==> src/rtl/step_counter_pkg.sv <==
// Shared encodings for the lab step counter: counting modes and bounce direction.
package step_counter_pkg;

  typedef enum logic [1:0] {
    MODE_WRAP   = 2'b00,
    MODE_SAT    = 2'b01,
    MODE_BOUNCE = 2'b10,
    MODE_HOLD   = 2'b11
  } mode_t;

  typedef enum logic {
    DIR_UP   = 1'b0,
    DIR_DOWN = 1'b1
  } dir_t;

endpackage

==> src/rtl/step_counter_fsm_if.sv <==
// Control/status bundle between the switch/button conditioning and the step counter.
interface step_counter_fsm_if #(
  parameter int WIDTH = 3
);
  logic             en;
  logic             dir;
  logic             step2;
  logic [1:0]       mode;
  logic             load;
  logic [WIDTH-1:0] load_val;
  logic [WIDTH-1:0] count;
  logic             tick;
  logic             wrap;
  logic             at_max;
  logic             at_min;
  logic             dir_state;

  // All controls are level signals sampled on clk; load is a one-cycle strobe.
  // There is no ready path: the counter accepts every control value on every edge.
  modport master (
    output en, dir, step2, mode, load, load_val,
    input  count, tick, wrap, at_max, at_min, dir_state
  );

  modport slave (
    input  en, dir, step2, mode, load, load_val,
    output count, tick, wrap, at_max, at_min, dir_state
  );
endinterface

==> src/rtl/step_counter_fsm_tick_gen.sv <==
// Free-running divide-by-DIV enable: one registered clk-wide pulse every DIV cycles.
module tick_gen #(
  parameter int DIV = 3
) (
  input  logic clk,
  input  logic rst,
  output logic tick
);
  localparam int CW = (DIV > 1) ? $clog2(DIV) : 1;
  localparam logic [CW-1:0] LAST = CW'(DIV - 1);

  logic [CW-1:0] pre_q;

  always_ff @(posedge clk or negedge rst) begin
    if (!rst) begin
      pre_q <= '0;
      tick  <= 1'b0;
    end else if (pre_q == LAST) begin
      pre_q <= '0;
      tick  <= 1'b1;
    end else begin
      pre_q <= pre_q + 1'b1;
      tick  <= 1'b0;
    end
  end
endmodule

==> src/rtl/step_counter_fsm.sv <==
// Prescaled up/down step counter with wrap, saturate, bounce and hold modes and a sync load.
module step_counter_fsm
  import step_counter_pkg::*;
#(
  parameter int WIDTH = 3,
  parameter int DIV   = 3
) (
  input logic               clk,
  input logic               rst,
  step_counter_fsm_if.slave bus
);
  localparam logic [WIDTH-1:0] MAX_COUNT = '1;

  logic             tick;
  logic [WIDTH-1:0] count_q;
  dir_t             dir_q;
  logic             wrap_q;

  logic [WIDTH:0]   step_ext;
  logic [WIDTH:0]   up_sum;
  logic [WIDTH:0]   dn_diff;
  logic [WIDTH-1:0] nxt_count;
  dir_t             nxt_dir;
  logic             nxt_wrap;

  tick_gen #(.DIV(DIV)) u_tick_gen (
    .clk  (clk),
    .rst  (rst),
    .tick (tick)
  );

  // The extra top bit of up_sum/dn_diff is the carry/borrow out of the WIDTH-bit range.
  always_comb begin
    step_ext  = bus.step2 ? (WIDTH+1)'(2) : (WIDTH+1)'(1);
    up_sum    = {1'b0, count_q} + step_ext;
    dn_diff   = {1'b0, count_q} - step_ext;
    nxt_count = count_q;
    nxt_dir   = dir_q;
    nxt_wrap  = 1'b0;
    case (mode_t'(bus.mode))
      MODE_WRAP: begin
        if (dir_t'(bus.dir) == DIR_UP) begin
          nxt_count = up_sum[WIDTH-1:0];
          nxt_wrap  = up_sum[WIDTH];
        end else begin
          nxt_count = dn_diff[WIDTH-1:0];
          nxt_wrap  = dn_diff[WIDTH];
        end
      end
      MODE_SAT: begin
        if (dir_t'(bus.dir) == DIR_UP)
          nxt_count = up_sum[WIDTH] ? MAX_COUNT : up_sum[WIDTH-1:0];
        else
          nxt_count = dn_diff[WIDTH] ? '0 : dn_diff[WIDTH-1:0];
      end
      MODE_BOUNCE: begin
        if (dir_q == DIR_UP) begin
          if (up_sum >= {1'b0, MAX_COUNT}) begin
            nxt_count = MAX_COUNT;
            nxt_dir   = DIR_DOWN;
            nxt_wrap  = 1'b1;
          end else begin
            nxt_count = up_sum[WIDTH-1:0];
          end
        end else begin
          if (dn_diff[WIDTH] || (dn_diff == '0)) begin
            nxt_count = '0;
            nxt_dir   = DIR_UP;
            nxt_wrap  = 1'b1;
          end else begin
            nxt_count = dn_diff[WIDTH-1:0];
          end
        end
      end
      default: ;
    endcase
  end

  always_ff @(posedge clk or negedge rst) begin
    if (!rst) begin
      count_q <= '0;
      dir_q   <= DIR_UP;
      wrap_q  <= 1'b0;
    end else if (bus.load) begin
      count_q <= bus.load_val;
      dir_q   <= DIR_UP;
      wrap_q  <= 1'b0;
    end else if (tick && bus.en) begin
      count_q <= nxt_count;
      dir_q   <= nxt_dir;
      wrap_q  <= nxt_wrap;
    end else begin
      wrap_q  <= 1'b0;
    end
  end

  assign bus.count     = count_q;
  assign bus.tick      = tick;
  assign bus.wrap      = wrap_q;
  assign bus.at_max    = (count_q == MAX_COUNT);
  assign bus.at_min    = (count_q == '0);
  assign bus.dir_state = dir_q;
endmodule

==> src/flat_wrapper.sv <==
// flat-port wrapper written by rule: the top's interface ports become plain ports
module step_counter_fsm_flat import step_counter_pkg::*;
#(
  parameter int WIDTH = 3,
  parameter int DIV   = 3
)
  (clk, rst, bus_en, bus_dir, bus_step2, bus_mode, bus_load, bus_load_val, bus_count, bus_tick, bus_wrap, bus_at_max, bus_at_min, bus_dir_state);
  step_counter_fsm_if #(.WIDTH(WIDTH)) bus_i ();
  input logic clk;
  input logic rst;
  input wire logic [$bits(bus_i.en)-1:0] bus_en;
  input wire logic [$bits(bus_i.dir)-1:0] bus_dir;
  input wire logic [$bits(bus_i.step2)-1:0] bus_step2;
  input wire logic [$bits(bus_i.mode)-1:0] bus_mode;
  input wire logic [$bits(bus_i.load)-1:0] bus_load;
  input wire logic [$bits(bus_i.load_val)-1:0] bus_load_val;
  output wire logic [$bits(bus_i.count)-1:0] bus_count;
  output wire logic [$bits(bus_i.tick)-1:0] bus_tick;
  output wire logic [$bits(bus_i.wrap)-1:0] bus_wrap;
  output wire logic [$bits(bus_i.at_max)-1:0] bus_at_max;
  output wire logic [$bits(bus_i.at_min)-1:0] bus_at_min;
  output wire logic [$bits(bus_i.dir_state)-1:0] bus_dir_state;
  assign bus_i.en = bus_en;
  assign bus_i.dir = bus_dir;
  assign bus_i.step2 = bus_step2;
  assign bus_i.mode = bus_mode;
  assign bus_i.load = bus_load;
  assign bus_i.load_val = bus_load_val;
  assign bus_count = bus_i.count;
  assign bus_tick = bus_i.tick;
  assign bus_wrap = bus_i.wrap;
  assign bus_at_max = bus_i.at_max;
  assign bus_at_min = bus_i.at_min;
  assign bus_dir_state = bus_i.dir_state;
  step_counter_fsm #(.WIDTH(WIDTH), .DIV(DIV)) u_core (.clk(clk), .rst(rst), .bus(bus_i));
endmodule
==> config.mk <==
export PLATFORM = sky130hd
export DESIGN_NAME = step_counter_fsm_flat
export DESIGN_NICKNAME = d
export VERILOG_FILES = /design/src/rtl/step_counter_pkg.sv /design/src/rtl/step_counter_fsm_if.sv /design/src/rtl/step_counter_fsm_tick_gen.sv /design/src/rtl/step_counter_fsm.sv /design/src/flat_wrapper.sv
export SDC_FILE = /design/constraint.sdc
export NUM_CORES = 1
export LEC_CHECK = 0
export ABC_AREA = 1
export CORE_UTILIZATION = 49
export DETAILED_ROUTE_END_ITERATION = 10
export GPL_TIMING_DRIVEN = 0
export PLACE_DENSITY = 0.78
export SLEW_MARGIN = 20
export SYNTH_ARGS = -nofsm -noshare
export SYNTH_HDL_FRONTEND = slang
export SYNTH_SLANG_ARGS = --single-unit
==> constraint.sdc <==
create_clock -name clk -period 1.9 [get_ports clk]
set_input_delay 0.57 -clock clk [delete_from_list [all_inputs] [get_ports clk]]
set_output_delay 0.57 -clock clk [all_outputs]
set_load 0.01 [all_outputs]
==> flow_metrics.env, run 1 <==
export IMPL_grt_ovfl_total=0
export IMPL_finalNonFillerCells=165
export IMPL_clock_sinks=8
export IMPL_vias_per_cell=5.12
export IMPL_worstPathArrival_ns=2.08
export IMPL_power_density_nw_per_um2=730
export IMPL_post_place_cells=156
export IMPL_hp_start="u_core.u_tick_gen.pre_q[1]"
export IMPL_holdWs_ns=0.444
export IMPL_worstReg2RegStart="u_core.bus.count[0]"
export IMPL_ys_top_cells_by_area="dfrtp_1 (24%), nand2_1 (18%), ha_1 (11%)"
export IMPL_cp_end_kind="flip-flop"
export IMPL_ant_nets=0
export IMPL_syn_inst=122
export IMPL_rsz0062_at_grt="yes"
export IMPL_max_stage_delay_ns=0.55
export IMPL_fin_crit_sh_pct=99.4
export IMPL_grt_max_degree=10
export IMPL_path_cells="buf_6, ha_4, fa_2, nand4_1, nand2_1, nand3_1, nand2_1, nand3_1, nand2_1, nand2_1, nand2_1"
export IMPL_multiInputGateArea_um2=594
export IMPL_ys_ff_latch=8
export IMPL_fmax_ghz=0.529
export IMPL_worst_setup_path_type="reg -> reg"
export IMPL_dieArea_um2=1850
export IMPL_h_tree_depth=1
export IMPL_cts_tree="built"
export IMPL_status="finished clean"
export IMPL_grt_util_all_layers_pct=23.2
export IMPL_setup_viol=0
export IMPL_start_kind="flip-flop"
export IMPL_die_h_um=43.1
export IMPL_cellLeakagePower_nw=0.576
export IMPL_finalMaxSlewViolations=0
export IMPL_yosysUniqueCellTypes=23
export IMPL_area_growth_pct=39.7
export IMPL_critPathBufInv=1
export IMPL_worstSetupStartpoint="u_core.bus.count[0]"
export IMPL_cts_buffers=3
export IMPL_fin_worst_skew_ns=0.00334
export IMPL_worst_slew_pin_slew_ns=0.355
export IMPL_crit_fanout=4
export IMPL_synth_area_um2=826
export IMPL_start_util_pct=53.6
export IMPL_fin_setup_tns_ns=0
export IMPL_syn_avg_cell_area_um2=6.77
export IMPL_fillCellCount=99
export IMPL_place_congestion=0.894
export IMPL_detail_route_first_pass_iterations=4
export IMPL_antenna_found_initial=0
export IMPL_postSynthNetCount=142
export IMPL_hpwl_mm=1.42
export IMPL_drcViolationCount=0
export IMPL_grt_pass1_wl_mm=3.29
export IMPL_antenna_cells=0
export IMPL_cts_hold_buffers_added=0
export IMPL_seqCellArea_um2=201
export IMPL_cp_common_cell="nand2_1"
export IMPL_vias=845
export IMPL_drt_initial_drc_count=29
export IMPL_num_io_pins=19
export IMPL_drive_gt1_share_pct=23.5
export IMPL_yosys_area_top_type_share_pct=24.2
export IMPL_slew_headroom_pct=76.3
export IMPL_root_buffer="clkbuf_4"
export IMPL_core_um2=1540
export IMPL_synth_warnings=0
export IMPL_cts_buffer_depth=2
export IMPL_irDropWorstVdd_uv=521
export IMPL_cpMaxStageDelayCell="fa_2"
export IMPL_grt_pass1_vias=768
export IMPL_clk_pin_slew_ns=0.05
export IMPL_synth_largest_area_cell="dfrtp_1"
export IMPL_path_delay_family="adder cells"
export IMPL_wire_per_inst_um=11.3
export IMPL_io_buffer_count=18
export IMPL_hp_class="reg -> reg"
export IMPL_std_cell_rows=14
export IMPL_total_power_w=0.000842
export IMPL_drv_cap=0
export IMPL_clock_latency_ns=0.25
export IMPL_die_w_um=43.1
export IMPL_finalCriticalPeriod_ns=1.89
export IMPL_critPathRequiredTime_ns=2.09
export IMPL_ys_seq_area_share_pct=24.2
export IMPL_routed_wl_mm=1.87
export IMPL_hold_violations=0
export IMPL_finalNetCount=171
==> worst paths after layout <==
| kind | to | slack [ns] | depth (start not counted) |
|---|---|---|---|
| max in group asynchronous | u_core.bus.count[1] | 1.02 | 1 |
| min reg2reg | u_core.u_tick_gen.pre_q[1] | 0.44 | 1 |
| min | u_core.u_tick_gen.pre_q[1] | 0.44 | 1 |
| max | u_core.bus.count[0] | 0.01 | 11 |
| max reg2reg | u_core.bus.count[0] | 0.01 | 11 |
| min in group asynchronous | u_core.bus.dir_state | 0.60 | 1 |
==> worst reg2reg max path: cells and delay by family, from the launching register on <==
| family | cells | cell delay (ns) |
|---|---|---|
| buffers and inverters | 1 | 0.14 |
| AND/OR/NAND/NOR | 8 | 0.57 |
| flip-flops | 1 | 0.42 |
| adder cells (fa/ha/maj) | 2 | 0.70 |
==> cells in the final DEF (no fill, tap or decap), drive strengths merged <==
cell type      netlist  layout
buf                  1       8
dfrtp                8       8
ha                   7       7
inv                 19      19
nand4                3       3
o41ai                1       1
nand3                9       9
nand2               44      44
clkinv               1       1
dlymetal6s2s         0       1
o2111ai              1       1
dlygate4sd2          0       1
clkdlybuf4s50        0      14
clkbuf               0       4
fa                   2       2
a21oi                3       3
nor2                13      13
nor3                 3       3
o21ai                7       7
==> cells by family (layout without fill, tap and decap cells) <==
logic type / count (synthesis) / in the layout / share of synthesized area (%)
AO/OA/AOI/OAI: 12 / 12 / 9.54
adder cells (fa/ha/maj): 9 / 9 / 15.5
buffers and inverters: 21 / 48 / 10.5
flip-flops: 8 / 8 / 24.2
AND/OR/NAND/NOR: 72 / 72 / 40.3
==> layout make-up <==
class / instances / area share (%)
multi-input cells: 93 / 51.5
inverters: 20 / 6.72
plain buffers: 1 / 0.976
clock buffers: 3 / 1.95
flip-flops and latches: 8 / 17.5
well taps: 16 / 1.74
repair buffers: 24 / 19.6
==> layer usage <==
| metal | up-vias | global-route usage (%) | wire length, um |
|---|---|---|---|
| li1 | 442 | - | - |
| met1 | 379 | 31.9 | 908 |
| met2 | 22 | 38.5 | 882 |
| met3 | 2 | 1.28 | 69 |
| met4 | 0 | 8.48 | 10 |
| met5 | - | 0 | 0 |
==> state kept, by name, summed over array words and instances (netlist names) <==
| register | count |
|---|---|
| u_core.u_tick_gen.tick | 1 |
| u_core.bus.dir_state | 1 |
| u_core.u_tick_gen.pre_q | 2 |
| u_core.bus.wrap | 1 |
| u_core.bus.count | 3 |
==> synth_stat cells <==
master / number
nand3_2: 1
nor3_1: 3
o41ai_2: 1
nand2_2: 3
dfrtp_1: 8
nand4_1: 3
fa_1: 2
o21ai_1: 1
nor2_4: 1
nand2_4: 1
ha_1: 7
nand3_1: 7
o21ai_2: 1
o21ai_0: 5
o2111ai_1: 1
inv_1: 18
inv_2: 1
nand2_1: 40
clkinv_1: 1
buf_6: 1
nor2_1: 12
nand3_4: 1
a21oi_1: 3
==> power breakdown <==
group,switching (W),internal (W),total (W),leakage (nW)
logic,0.000268,0.000227,0.000495,0.462
registers,0.0000318,0.000191,0.000223,0.100
clock network,0.0000524,0.0000719,0.000124,0.0138
==> per-stage QoR <==
| stage | cell area (um^2) | utilization (%) | setup WS, ns |
|---|---|---|---|
| 6_report | 1150 | 74.8 | 0.0105 |
| 5_1_grt | 1150 | 74.8 | -0.0611 |
| 4_1_cts | 1110 | 72.1 | -0.00513 |
| 3_5_place_dp | 1030 | 66.7 | -0.796 |
| 3_3_place_gp | 1030 | 66.7 | -0.773 |
| 2_1_floorplan | 828 | - | 0.0232 |
==> timing repair <==
| item | 4_1_cts | 5_1_grt |
|---|---|---|
| pin swaps | 8 | 9 |
| setup endpoints to repair | 8 | 7 |
| setup buffers | 3 | 3 |
| resized for setup | 18 | 10 |
Power figures use the tool's default switching activity.
==> run 2, diff against run 1 <==
--- a/config.mk
+++ b/config.mk
@@ -14,3 +14,4 @@
 export SYNTH_ARGS = -nofsm -noshare
 export SYNTH_HDL_FRONTEND = slang
 export SYNTH_SLANG_ARGS = --single-unit
+export TNS_END_PERCENT = 30
==> run 2 against run 1 <==
Combinational power increased by 0.8%; wire length increased by 0.11%; core utilization increased by 0.41 points; global-route usage decreased by 0.35 points; critical path type is now in -> reg; largest cell class unchanged.
==> flow_metrics.env, run 2 (synthesis gave the netlist of run 1 again) <==
export IMPL_root_buffer="clkbuf_4"
export IMPL_path_cells="clkdlybuf4s50_1, inv_1, ha_2, o41ai_4, buf_4, nor2_1, nand2_1, nand2_1"
export IMPL_final_cell_mix="nand2_1 (37), inv_1 (15), clkdlybuf4s50_1 (14), nor2_1 (12), dfrtp_1 (7)"
export IMPL_dieArea_um2=1850
export IMPL_detail_route_first_pass_iterations=4
export IMPL_core_um2=1540
export IMPL_h_tree_depth=1
export IMPL_placed_area_um2=1030
export IMPL_largest_reg_flops=3
export IMPL_cts_buffers=3
export IMPL_start_kind="primary input"
export IMPL_min_path_cells=1
export IMPL_worstSetupStartpoint="bus_mode[0]"
export IMPL_clk_pin_slew_ns=0.05
export IMPL_worst_slew_pin_slew_ns=0.355
export IMPL_grtUsageMet1_pct=31.6
export IMPL_vias_per_cell=5.19
export IMPL_cts_tree="built"
export IMPL_irDropWorstVdd_uv=521
export IMPL_vias=857
export IMPL_cp_end_kind="flip-flop"
export IMPL_setup_viol=0
export IMPL_layout_commonest_cell="nand2_1"
export IMPL_busiest_layer="met2"
export IMPL_drive_gt1_share_pct=25.5
export IMPL_grt_ovfl_total=0
export IMPL_r2r_end="u_core.bus.wrap"
export IMPL_hp_start="u_core.u_tick_gen.pre_q[1]"
export IMPL_grt_pass1_wl_mm=3.26
export IMPL_num_io_pins=19
export IMPL_slew_headroom_pct=76.3
export IMPL_critPathRequiredTime_ns=2.04
export IMPL_total_power_w=0.000847
export IMPL_fin_setup_tns_ns=0
export IMPL_hp_class="reg -> reg"
export IMPL_path_delay_family="buffers and inverters"
export IMPL_antenna_found_initial=0
export IMPL_finalNonFillerCells=165
export IMPL_grt_pass1_vias=761
export IMPL_worstPathArrival_ns=2.03
export IMPL_post_place_cells=156
export IMPL_finalMaxSlewViolations=0
export IMPL_start_util_pct=53.6
export IMPL_area_growth_pct=40.5
export IMPL_final_area_um2=1160
export IMPL_hpwl_mm=1.42
export IMPL_cpMaxStageDelayCell="clkdlybuf4s50_1"
export IMPL_holdWs_ns=0.443
export IMPL_worst_setup_path_type="in -> reg"
export IMPL_cts_hold_buffers_added=0
export IMPL_die_h_um=43.1
export IMPL_cts_buffer_depth=2
export IMPL_grt_util_all_layers_pct=22.9
export IMPL_globalRouteMet2Util_pct=37.6
export IMPL_cellLeakagePower_nw=0.576
export IMPL_critPathBufInv=3
export IMPL_finalCriticalPeriod_ns=1.89
export IMPL_ant_nets=0
export IMPL_crit_fanout=6
export IMPL_std_cell_rows=14
export IMPL_grt_max_degree=10
export IMPL_worstReg2RegStart="u_core.bus.count[0]"
export IMPL_status="finished clean"
export IMPL_drt_initial_drc_count=41
export IMPL_drv_cap=0
export IMPL_cp_common_cell="nand2_1"
export IMPL_antenna_cells=0
export IMPL_drcViolationCount=0
export IMPL_max_stage_delay_ns=0.48
export IMPL_routed_wl_mm=1.87
export IMPL_die_w_um=43.1
export IMPL_place_congestion=0.894
export IMPL_fin_worst_skew_ns=0.00433
export IMPL_wire_per_inst_um=11.3
export IMPL_grt_met3_usage_pct=1.28
export IMPL_min_delay_worst_endpoint="u_core.u_tick_gen.pre_q[1]"
export IMPL_fin_crit_sh_pct=99.4
export IMPL_power_density_nw_per_um2=730
export IMPL_hold_violations=0
export IMPL_fmax_ghz=0.529
export IMPL_reg2reg_depth=9
export IMPL_io_buffer_count=18
export IMPL_finalNetCount=171
export IMPL_clock_sinks=8
export IMPL_reg2reg_slack_ns=0.02
export IMPL_rsz0062_at_grt="yes"
export IMPL_clock_latency_ns=0.25
[run 2: timing repair]
action | 4_1_cts | 5_1_grt
setup buffers | 2 | 4
pin swaps | 8 | 10
resized for setup | 21 | 9
setup endpoints to repair | 8 | 7
[run 2: metrics by stage]
| stage | util, % | setup WS (ns) |
|---|---|---|
| after floorplan | - | 0.0232 |
| after global placement | 66.7 | -0.773 |
| after detailed placement | 66.7 | -0.796 |
| after CTS | 72.6 | -0.00100 |
| after global routing | 75.2 | -0.0778 |
| final | 75.2 | 0.0110 |
[run 2: how the worst max path moves through the flow]
stage / depth (start not counted) / to / slack, ns
2_1_floorplan: 11 / u_core.bus.count[0] / 0.02
3_3_place_gp: 14 / u_core.bus.count[2] / -0.77
3_5_place_dp: 14 / u_core.bus.count[2] / -0.80
4_1_cts: 9 / u_core.bus.wrap / -0.001
5_1_grt: 13 / u_core.bus.count[2] / -0.08
6_report: 8 / u_core.bus.count[0] / 0.01
[run 2: final cells by class]
class                           instances  area (um^2)
Inverter                               20         77.6
Buffer                                  1         11.3
Timing Repair Buffer                   24          223
Tap cell                               16         20.0
Fill cell                              99          382
Clock buffer                            3         22.5
Multi-Input combinational cell         93          604
Sequential cell                         8          201
[run 2: power by group]
| part | internal [W] | total, W | leakage [nW] | switching (W) |
|---|---|---|---|---|
| clock | 0.0000720 | 0.000125 | 0.0138 | 0.0000533 |
| combinational | 0.000229 | 0.000499 | 0.461 | 0.000270 |
| sequential | 0.000191 | 0.000223 | 0.100 | 0.0000321 |
[run 2: metal layers]
layer,vias up,wire length [um]
met4,0,10
met3,2,79
met2,30,896
met1,383,886
li1,442,-
met5,-,0
[run 2: worst reg2reg max path: stages, from the launching register on]
cell and delay (ns):
dfrtp_1 0.42, buf_6 0.14, ha_4 0.15, fa_2 0.55, nand4_1 0.09, nand2_1 0.11
nand2_1 0.07, a21oi_2 0.11, a21oi_1 0.05, nor2_1 0.11
==> run 3, diff against run 2 <==
--- a/config.mk
+++ b/config.mk
@@ -9,7 +9,8 @@
 export CORE_UTILIZATION = 49
 export DETAILED_ROUTE_END_ITERATION = 10
 export GPL_TIMING_DRIVEN = 0
-export PLACE_DENSITY = 0.78
+export PLACE_DENSITY = 0.83
+export REMOVE_ABC_BUFFERS = 1
 export SLEW_MARGIN = 20
 export SYNTH_ARGS = -nofsm -noshare
 export SYNTH_HDL_FRONTEND = slang
==> run 3 against run 2 <==
The run now ends with negative setup slack left; power up 5.4%; count of clock-buffer cells in the layout unchanged; design area up 1.4%; critical path type is now reg -> reg.
==> flow_metrics.env, run 3 (synthesis gave the netlist of run 1 again) <==
export IMPL_grt_max_degree=10
export IMPL_pwr_share_seq_pct=25.3
export IMPL_worstPathArrival_ns=2.12
export IMPL_worst_setup_path_type="reg -> reg"
export IMPL_cellLeakagePower_nw=0.562
export IMPL_die_w_um=43.1
export IMPL_detail_route_first_pass_iterations=6
export IMPL_fin_crit_sh_pct=102
export IMPL_irDropWorstVdd_uv=633
export IMPL_layout_commonest_cell="nand2_1"
export IMPL_multiInputGateArea_um2=632
export IMPL_core_um2=1540
export IMPL_cp_end_kind="flip-flop"
export IMPL_worstReg2RegStart="u_core.bus.count[0]"
export IMPL_clock_sinks=8
export IMPL_area_growth_pct=42.4
export IMPL_ant_nets=0
export IMPL_drive_gt1_share_pct=29.3
export IMPL_largest_reg_flops=3
export IMPL_vias_per_cell=5.45
export IMPL_drcViolationCount=0
export IMPL_std_cell_rows=14
export IMPL_hp_start="u_core.u_tick_gen.pre_q[1]"
export IMPL_final_cell_mix="nand2_1 (32), inv_1 (15), clkdlybuf4s50_1 (15), nor2_1 (12), nand2_2 (9)"
export IMPL_combPwrFrac_pct=61.2
export IMPL_status="finished with violations"
export IMPL_dieArea_um2=1850
export IMPL_power_switching_w=0.000391
export IMPL_vias=888
export IMPL_min_delay_worst_endpoint="u_core.u_tick_gen.pre_q[1]"
export IMPL_routed_wl_mm=2.22
export IMPL_wire_per_inst_um=13.6
export IMPL_violations="negative setup slack"
export IMPL_r2r_end="u_core.bus.wrap"
export IMPL_p_int_w=0.000502
export IMPL_start_util_pct=53.6
export IMPL_finalNetCount=169
export IMPL_grt_pass1_wl_mm=3.35
export IMPL_setup_viol=5
export IMPL_fillCellCount=114
export IMPL_seqCellArea_um2=204
export IMPL_rsz0062_at_grt="yes"
export IMPL_die_h_um=43.1
export IMPL_finalCriticalPeriod_ns=1.94
export IMPL_cts_hold_buffers_added=0
export IMPL_fmax_ghz=0.516
export IMPL_antenna_cells=0
export IMPL_cts_buffers=3
export IMPL_reg2reg_slack_ns=-0.04
export IMPL_clk_pin_slew_ns=0.05
export IMPL_antenna_found_initial=0
export IMPL_critPathRequiredTime_ns=2.08
export IMPL_root_buffer="clkbuf_4"
export IMPL_swShare_pct=43.8
export IMPL_final_core_util_pct=76.3
export IMPL_hp_class="reg -> reg"
export IMPL_slew_headroom_pct=77.6
export IMPL_h_tree_depth=1
export IMPL_hpwl_mm=1.53
export IMPL_clock_power_share_pct=13.5
export IMPL_drt_initial_drc_count=20
export IMPL_finalMaxSlewViolations=0
export IMPL_clock_latency_ns=0.25
export IMPL_reg2reg_depth=9
export IMPL_worst_slew_pin_slew_ns=0.335
export IMPL_power_density_nw_per_um2=759
export IMPL_place_congestion=0.891
export IMPL_hold_violations=0
export IMPL_grt_util_all_layers_pct=24.3
export IMPL_holdWs_ns=0.444
export IMPL_setup_ws_ns=-0.0389
export IMPL_cts_buffer_depth=2
export IMPL_crit_fanout=4
export IMPL_num_io_pins=19
export IMPL_min_path_cells=1
export IMPL_fin_worst_skew_ns=0.000783
export IMPL_grt_ovfl_total=0
export IMPL_drv_cap=0
export IMPL_io_buffer_count=18
export IMPL_grt_pass1_vias=830
export IMPL_cts_tree="built"
export IMPL_start_kind="flip-flop"
==> run 3: repair_timing <==
item | CTS | global route
endpoints found under the setup margin | 9 | 8
gates resized for setup | 21 | 18
pin swaps | 4 | 15
gates cloned | 0 | 0
setup buffers | 5 | 0
==> run 3: layout make-up <==
type | instances | area share [%]
well taps | 16 | 1.70
clock buffers | 3 | 1.91
flip-flops and latches | 8 | 17.3
multi-input cells | 93 | 53.7
repair buffers | 23 | 18.7
inverters | 20 | 6.60
==> run 3: metal layers <==
metal  GRT usage [%]  vias up  share of wire, %
li1                -      436                 -
met1            27.8      414                40
met2            42.7       33                54
met3            3.83        5               4.8
met4            13.3        0               1.8
met5               0        -                 0
==> run 3: power by group through the flow <==
| stage | Clock [W] | Sequential [W] | Combinational [W] |
|---|---|---|---|
| finish | 0.000120 | 0.000226 | 0.000547 |
| global route | 0.000129 | 0.000229 | 0.000593 |
| CTS | 0.000126 | 0.000220 | 0.000473 |
| detailed placement | 0 | 0.000237 | 0.000406 |
| global placement | 0 | 0.000236 | 0.000394 |
| floorplan | 0 | 0.000238 | 0.000262 |
==> run 3: worst max path at each step <==
stage / startpoint / to / slack (ns)
floorplan: bus_step2 / u_core.bus.count[0] / -0.01
global placement: bus_step2 / u_core.bus.count[0] / -0.80
detailed placement: bus_step2 / u_core.bus.count[0] / -0.84
CTS: u_core.bus.count[0] / u_core.bus.count[1] / -0.04
global route: u_core.bus.count[0] / u_core.bus.wrap / -0.16
finish: u_core.bus.count[0] / u_core.bus.wrap / -0.04
==> run 3: metrics by stage <==
| stage | instance area [um^2] | total power [W] | cells | TNS [ns] | setup WS (ns) |
|---|---|---|---|---|---|
| final | 1180 | 0.000893 | 163 | -0.0930 | -0.0389 |
| after global routing | 1180 | 0.000951 | 163 | -0.676 | -0.155 |
| after CTS | 1120 | 0.000819 | 163 | -0.0741 | -0.0385 |
| after detailed placement | 1010 | 0.000644 | 155 | -4.09 | -0.843 |
| after global placement | 1010 | 0.000630 | 155 | -3.88 | -0.801 |
| after floorplan | 815 | 0.000499 | 121 | -0.0166 | -0.0121 |
==> run 3: critical path: stages, from the launching register on <==
cell,delay [ns]
dfrtp_1,0.42
buf_6,0.14
ha_4,0.16
fa_2,0.55
nand4_1,0.11
nand2_1,0.12
nand2_1,0.08
a21oi_2,0.13
a21oi_1,0.05
nor2_1,0.11
